`config.mk`:
```
export PLATFORM = sky130hd
export DESIGN_NAME = data_memory_interface
export DESIGN_NICKNAME = d
export VERILOG_FILES = /design/src/rtl/data_memory_interface.sv
export SDC_FILE = /design/constraint.sdc
export NUM_CORES = 1
export LEC_CHECK = 0
export ABC_AREA = 1
export BUFFER_PORTS_ARGS = -buffer_cell sky130_fd_sc_hd__buf_2
export CORE_ASPECT_RATIO = 0.5
export CORE_MARGIN = 3
export CORE_UTILIZATION = 49
export DETAILED_ROUTE_END_ITERATION = 6
export PLACE_DENSITY = 0.85
export SLEW_MARGIN = 20
export SYNTH_ARGS = -nofsm -noshare
export SYNTH_HDL_FRONTEND = slang
export SYNTH_SLANG_ARGS = --single-unit
```
`constraint.sdc`:
```
create_clock -name clk -period 2.44 [get_ports clk]
set_input_delay 0.244 -clock clk [delete_from_list [all_inputs] [get_ports clk]]
set_output_delay 0.244 -clock clk [all_outputs]
set_load 0.05 [all_outputs]
```
`src/rtl/data_memory_interface.sv`:
```
// Data memory interface: takes one load/store request at a time from the
// memory stage, checks alignment, drives a valid/ready bus request, waits a
// bounded number of cycles for the response and hands load data to writeback.
`ifndef XLEN
`define XLEN 32
`endif

module data_memory_interface #(
  parameter int XLEN    = `XLEN,
  parameter int TIMEOUT = 64
) (
  input  logic                          clk,
  input  logic                          reset,
  input  logic                          MemReqValid,
  input  logic                          MemWrite,
  input  logic [1:0]                    AccessSize,
  input  logic [XLEN-1:0]               Address,
  input  logic [XLEN-1:0]               StoreData,
  input  logic                          Flush,
  output logic                          Stall,
  output logic [XLEN-1:0]               LoadData,
  output logic [$clog2(XLEN/8)-1:0]     TruncSrc,
  output logic                          LoadValid,
  output logic                          Misaligned,
  output logic                          AccessFault,
  output logic                          DMemReqValid,
  input  logic                          DMemReqReady,
  output logic [XLEN-1:0]               DMemAddr,
  output logic                          DMemWriteEn,
  output logic [XLEN/8-1:0]             DMemByteEn,
  output logic [XLEN-1:0]               DMemWData,
  input  logic                          DMemRespValid,
  input  logic [XLEN-1:0]               DMemRData
);

  localparam int BEW  = XLEN / 8;
  localparam int OFFW = $clog2(BEW);
  localparam int CNTW = $clog2(TIMEOUT) + 1;
  localparam int SW   = OFFW + 4;  // wide enough for offset + access length

  typedef enum logic [1:0] {IDLE, REQ, WAIT, DONE} state_t;

  state_t            state_reg, state_next;
  logic [CNTW-1:0]   cnt_reg, cnt_next;
  logic              flushed_reg, flushed_next;
  logic [XLEN-1:0]   addr_reg;
  logic [XLEN-1:0]   wdata_reg;
  logic [BEW-1:0]    be_reg;
  logic              write_reg;
  logic [OFFW-1:0]   off_reg;
  logic [XLEN-1:0]   load_data_reg;
  logic [OFFW-1:0]   trunc_reg;
  logic              misaligned_reg;
  logic              fault_reg;

  logic [OFFW-1:0]   req_off;
  logic              req_mis;
  logic              accept;
  logic              mis_hit;
  logic              capture;
  logic              fault_set;
  logic [BEW-1:0]    be_comb;
  logic [XLEN-1:0]   wdata_comb;
  logic [SW-1:0]     lane_lo;
  logic [SW-1:0]     lane_hi;

  assign req_off = Address[OFFW-1:0];

  // Alignment check: any offset bit below the access size's natural alignment
  // is a fault; a dword access on a 32-bit datapath is always illegal.
  always_comb begin
    req_mis = 1'b0;
    case (AccessSize)
      2'd0:    req_mis = 1'b0;
      2'd1:    req_mis = req_off[0];
      2'd2:    req_mis = |req_off[1:0];
      default: req_mis = (XLEN < 64) ? 1'b1 : |req_off;
    endcase
  end

  assign accept  = (state_reg == IDLE) && MemReqValid && !Flush && !req_mis;
  assign mis_hit = (state_reg == IDLE) && MemReqValid && !Flush &&  req_mis;

  // Byte lanes covered by the access: [offset, offset + 2**size). Loads
  // always fetch the full word and let the writeback truncator pick bytes.
  assign lane_lo = SW'(req_off);
  assign lane_hi = lane_lo + (SW'(1) << AccessSize);

  generate
    for (genvar gi = 0; gi < BEW; gi++) begin : g_lane
      assign be_comb[gi] = !MemWrite ||
                           ((SW'(gi) >= lane_lo) && (SW'(gi) < lane_hi));
    end
  endgenerate

  assign wdata_comb = StoreData << {req_off, 3'b000};

  // Next-state logic: handshake, response wait with timeout, flush tracking.
  always_comb begin
    state_next   = state_reg;
    cnt_next     = cnt_reg;
    flushed_next = flushed_reg;
    capture      = 1'b0;
    fault_set    = 1'b0;
    case (state_reg)
      IDLE: begin
        flushed_next = 1'b0;
        if (accept) state_next = REQ;
      end
      REQ: begin
        if (DMemReqReady) begin
          // Once the bus has taken the request it must be seen through.
          state_next   = WAIT;
          cnt_next     = '0;
          flushed_next = Flush;
        end else if (Flush) begin
          state_next = IDLE;
        end
      end
      WAIT: begin
        if (Flush) flushed_next = 1'b1;
        if (DMemRespValid) begin
          if (flushed_reg || Flush) begin
            state_next = IDLE;
          end else begin
            state_next = DONE;
            capture    = !write_reg;
          end
        end else if (cnt_reg == CNTW'(TIMEOUT - 1)) begin
          state_next = IDLE;
          fault_set  = 1'b1;
        end else begin
          cnt_next = cnt_reg + 1'b1;
        end
      end
      default: begin
        state_next = IDLE;
      end
    endcase
  end

  // State, counter and pulse registers.
  always_ff @(posedge clk or negedge reset) begin
    if (!reset) begin
      state_reg      <= IDLE;
      cnt_reg        <= '0;
      flushed_reg    <= 1'b0;
      misaligned_reg <= 1'b0;
      fault_reg      <= 1'b0;
    end else begin
      state_reg      <= state_next;
      cnt_reg        <= cnt_next;
      flushed_reg    <= flushed_next;
      misaligned_reg <= mis_hit;
      fault_reg      <= fault_set;
    end
  end

  // Request fields latched at acceptance so the bus sees them stable in REQ.
  always_ff @(posedge clk or negedge reset) begin
    if (!reset) begin
      addr_reg  <= '0;
      wdata_reg <= '0;
      be_reg    <= '0;
      write_reg <= 1'b0;
      off_reg   <= '0;
    end else if (accept) begin
      addr_reg  <= {Address[XLEN-1:OFFW], {OFFW{1'b0}}};
      wdata_reg <= wdata_comb;
      be_reg    <= be_comb;
      write_reg <= MemWrite;
      off_reg   <= req_off;
    end
  end

  // Load result registers hold until the next captured load response.
  always_ff @(posedge clk or negedge reset) begin
    if (!reset) begin
      load_data_reg <= '0;
      trunc_reg     <= '0;
    end else if (capture) begin
      load_data_reg <= DMemRData;
      trunc_reg     <= off_reg;
    end
  end

  // Stall is gated by reset so it drops the instant reset asserts.
  assign Stall        = reset && ((state_reg == REQ) || (state_reg == WAIT) || accept);
  assign DMemReqValid = (state_reg == REQ);
  assign DMemWriteEn  = (state_reg == REQ) && write_reg;
  assign DMemAddr     = addr_reg;
  assign DMemByteEn   = be_reg;
  assign DMemWData    = wdata_reg;
  assign LoadValid    = (state_reg == DONE) && !write_reg;
  assign LoadData     = load_data_reg;
  assign TruncSrc     = trunc_reg;
  assign Misaligned   = misaligned_reg;
  assign AccessFault  = fault_reg;

endmodule

```
==> flow_metrics.env <==
export IMPL_combinationalPowerShare=0.479
export IMPL_grt_ovfl_total=0
export IMPL_wl_mm=13.6
export IMPL_grt_max_degree=116
export IMPL_status="finished clean"
export IMPL_yosysWarnings=0
export IMPL_vias=4841
export IMPL_crit_type="reg2out"
export IMPL_synthFlopType="dfrtp_1"
export IMPL_post_cts_buffers=0
export IMPL_clkTransAtPathRegs_ns=0.05
export IMPL_io_pins=213
export IMPL_final_nets=967
export IMPL_worst_path_largest_cell_delay_ns=0.44
export IMPL_clock_power_share=0.229
export IMPL_critical_path_top_delay_family="flip-flops"
export IMPL_core_region_area_sq_mm=0.0103
export IMPL_yosys_area_share_simple=0.245
export IMPL_internal_power_uw=5580
export IMPL_num_rows=26
export IMPL_max_freq_mhz=437
export IMPL_tritoncts="yes"
export IMPL_synth_async_sr_flop_share=1.00
export IMPL_grt_pass1_vias=4836
export IMPL_grt_pass1_wl_mm=22.5
export IMPL_maxCapViolations=0
export IMPL_rrSetupSlack_ns=0.55
export IMPL_ir_drop_mv=0.796
export IMPL_vias_per_cell=4.81
export IMPL_synth_cells=648
export IMPL_clock_root_buffer="clkbuf_16"
export IMPL_hold_path_class="in2reg"
export IMPL_fin_tns_setup_ns=0
export IMPL_finalSetupViolations=0
export IMPL_grtUsageMet2=0.418
export IMPL_muxShareOfSynthArea=0
export IMPL_worstSetupStartpointType="flop"
export IMPL_ys_types=29
export IMPL_drive_above_1_share=0.305
export IMPL_crit_chain="inv_1 -> ha_1 -> nand3_1 -> nand3b_4 -> a21boi_1 -> buf_2"
export IMPL_start_util=0.511
export IMPL_diodes=0
export IMPL_finalCriticalPeriod_ns=2.29
export IMPL_yosysTopAreaCell="dfrtp_1"
export IMPL_tightest_slew_ns=0.730
export IMPL_final_common_cell="nand2_1"
export IMPL_grt_util_met3=0.0514
export IMPL_fin_crit_sh=0.937
export IMPL_cp_num_buf_inv=2
export IMPL_synthXorXnorAreaFrac=0
export IMPL_cp_end_kind="primary output"
export IMPL_synth_fa_ha_area_frac=0.0227
export IMPL_crit_fanout=7
export IMPL_p_switching_uw=5430
export IMPL_crit_arrival_ns=2.04
export IMPL_power_leakage_uw=0.00410
export IMPL_synth_top_area_frac=0.545
export IMPL_grtUsageMet1=0.264
export IMPL_hold_ws_ns=0.0337
export IMPL_syn_area_sq_mm=0.00528
export IMPL_rsz0062_at_grt="false"
export IMPL_clock_sinks=115
export IMPL_busiest_layer="met2"
export IMPL_synth_edf_count=0
export IMPL_place_congestion=0.873
export IMPL_synth_compound_area_frac=0.104
export IMPL_htreeDepth=4
export IMPL_synthToLayoutAreaGrowth_pct=33.2
export IMPL_ys_seq_area_frac=0.545
export IMPL_fin_util=0.680
export IMPL_antenna_found_initial=0
export IMPL_insertion_delay_ns=0.40
export IMPL_numPortBuffers=210
export IMPL_cellPowerDensity_mw_per_mm2=1560
export IMPL_ant_nets=0
export IMPL_required_ns=2.20
export IMPL_final_cell_mix="267 x nand2_1, 209 x buf_2, 115 x dfrtp_1"
export IMPL_cts_max_path_buffers=2
export IMPL_grt_use_total=0.229
export IMPL_finalHoldViolCount=0
export IMPL_remaining_drc_errors=0
export IMPL_netlist_top_cells_area="dfrtp_1 54%, nand2_1 19%, inv_1 4.5%, o21ai_1 3.9%, o21ai_0 3.1%"
export IMPL_slew_viol_final=0
export IMPL_swShare=0.493
export IMPL_ys_seq_elements=115
export IMPL_die_h_um=79.4
export IMPL_finalClockSkew_ns=0.00799
export IMPL_firstDrtPassIters=4
export IMPL_syn_area_per_cell_sq_um=8.15
export IMPL_cts_buffers=17
export IMPL_fillers=867
export IMPL_slowest_stage="dfrtp_1"
export IMPL_synth_top_family_by_area="simple AND/OR/NAND/NOR gates"
export IMPL_die_area_sq_mm=0.0121
export IMPL_post_drt_wl_per_cell_um=13.6
export IMPL_slew_headroom=0.513
export IMPL_pwr_share_seq=0.292
export IMPL_fp_dieW_um=153
export IMPL_drt_iter0_markers=231
export IMPL_dp_hpwl_mm=9.54
## cell usage after synthesis (all sizes together), types with 4 or more instances
| master | number |
|---|---|
| ha | 8 |
| dfrtp | 115 |
| o211ai | 8 |
| clkbuf | 9 |
| a21oi | 6 |
| inv | 66 |
| nor3 | 4 |
| o21ai | 80 |
| nor2 | 16 |
| nand2 | 270 |
| nand3 | 29 |
| buf | 25 |
## final timing paths
kind	startpoint	to	depth (start not counted)
max	state_reg[0]$_DFFE_PN0P_	Stall	6
min	Address[5]	DMemAddr[5]$_DFFE_PN0P_	3
max reg2reg	state_reg[0]$_DFFE_PN0P_	LoadData[11]$_DFFE_PN0P_	9
min reg2reg	DMemAddr[5]$_DFFE_PN0P_	DMemAddr[5]$_DFFE_PN0P_	2
max in group asynchronous	reset	DMemAddr[24]$_DFFE_PN0P_	3
min in group asynchronous	reset	cnt_reg[3]$_DFFE_PN0P_	3
## tightest hold or removal path: cells and delay by family
family | cells | cell delay, ns
buf+inv | 1 | 0.07
simple gates | 2 | 0.08
## what timing repair did
item | in CTS | in global routing
hold buffers | 1 | 0
gates resized for setup | 0 | 0
endpoints found under the hold margin | 16 | 0
## metal layers
metal	vias up	wire length [um]
met4	0	294
met2	131	7160
li1	2432	-
met3	23	625
met5	-	0
met1	2255	5570
## cell type report
| class | count | area, sq um | share of cell area |
|---|---|---|---|
| Clock buffer | 22 | 474 | 0.0674 |
| Clock inverter | 10 | 130 | 0.0185 |
| Inverter | 67 | 251 | 0.0357 |
| Multi-Input combinational cell | 433 | 1970 | 0.280 |
| Sequential cell | 115 | 2880 | 0.409 |
| Tap cell | 140 | 175 | 0.0249 |
| Timing Repair Buffer | 219 | 1160 | 0.165 |
## power groups by stage
stage	clock network [uW]	registers [uW]	logic (uW)
final	2520	3220	5270
after detailed placement	0	3230	5300
after global placement	0	3190	5210
after global routing	2670	3320	5600
after floorplan	0	6010	1160
after CTS	2570	3220	5320
## logic make-up after synthesis
kind of cell,count (synthesis)
AOI/OAI and AO/OA,99
adders and majority gates,9
buffers and inverters,101
DFF,115
other,1
and+or+nand+nor,323
## through the flow
| step | setup WS (ns) | power, uW | cells | cell area, sq um |
|---|---|---|---|---|
| finish | 0.154 | 11000 | 1006 | 7040 |
| global route | 0.0307 | 11600 | 1006 | 7040 |
| CTS | 0.135 | 11100 | 1006 | 7040 |
| detailed placement | 0.573 | 8540 | 973 | 6420 |
| global placement | 0.627 | 8400 | 973 | 6420 |
| floorplan | 0.228 | 7170 | 649 | 5290 |
(Power assumes the default switching activity.)
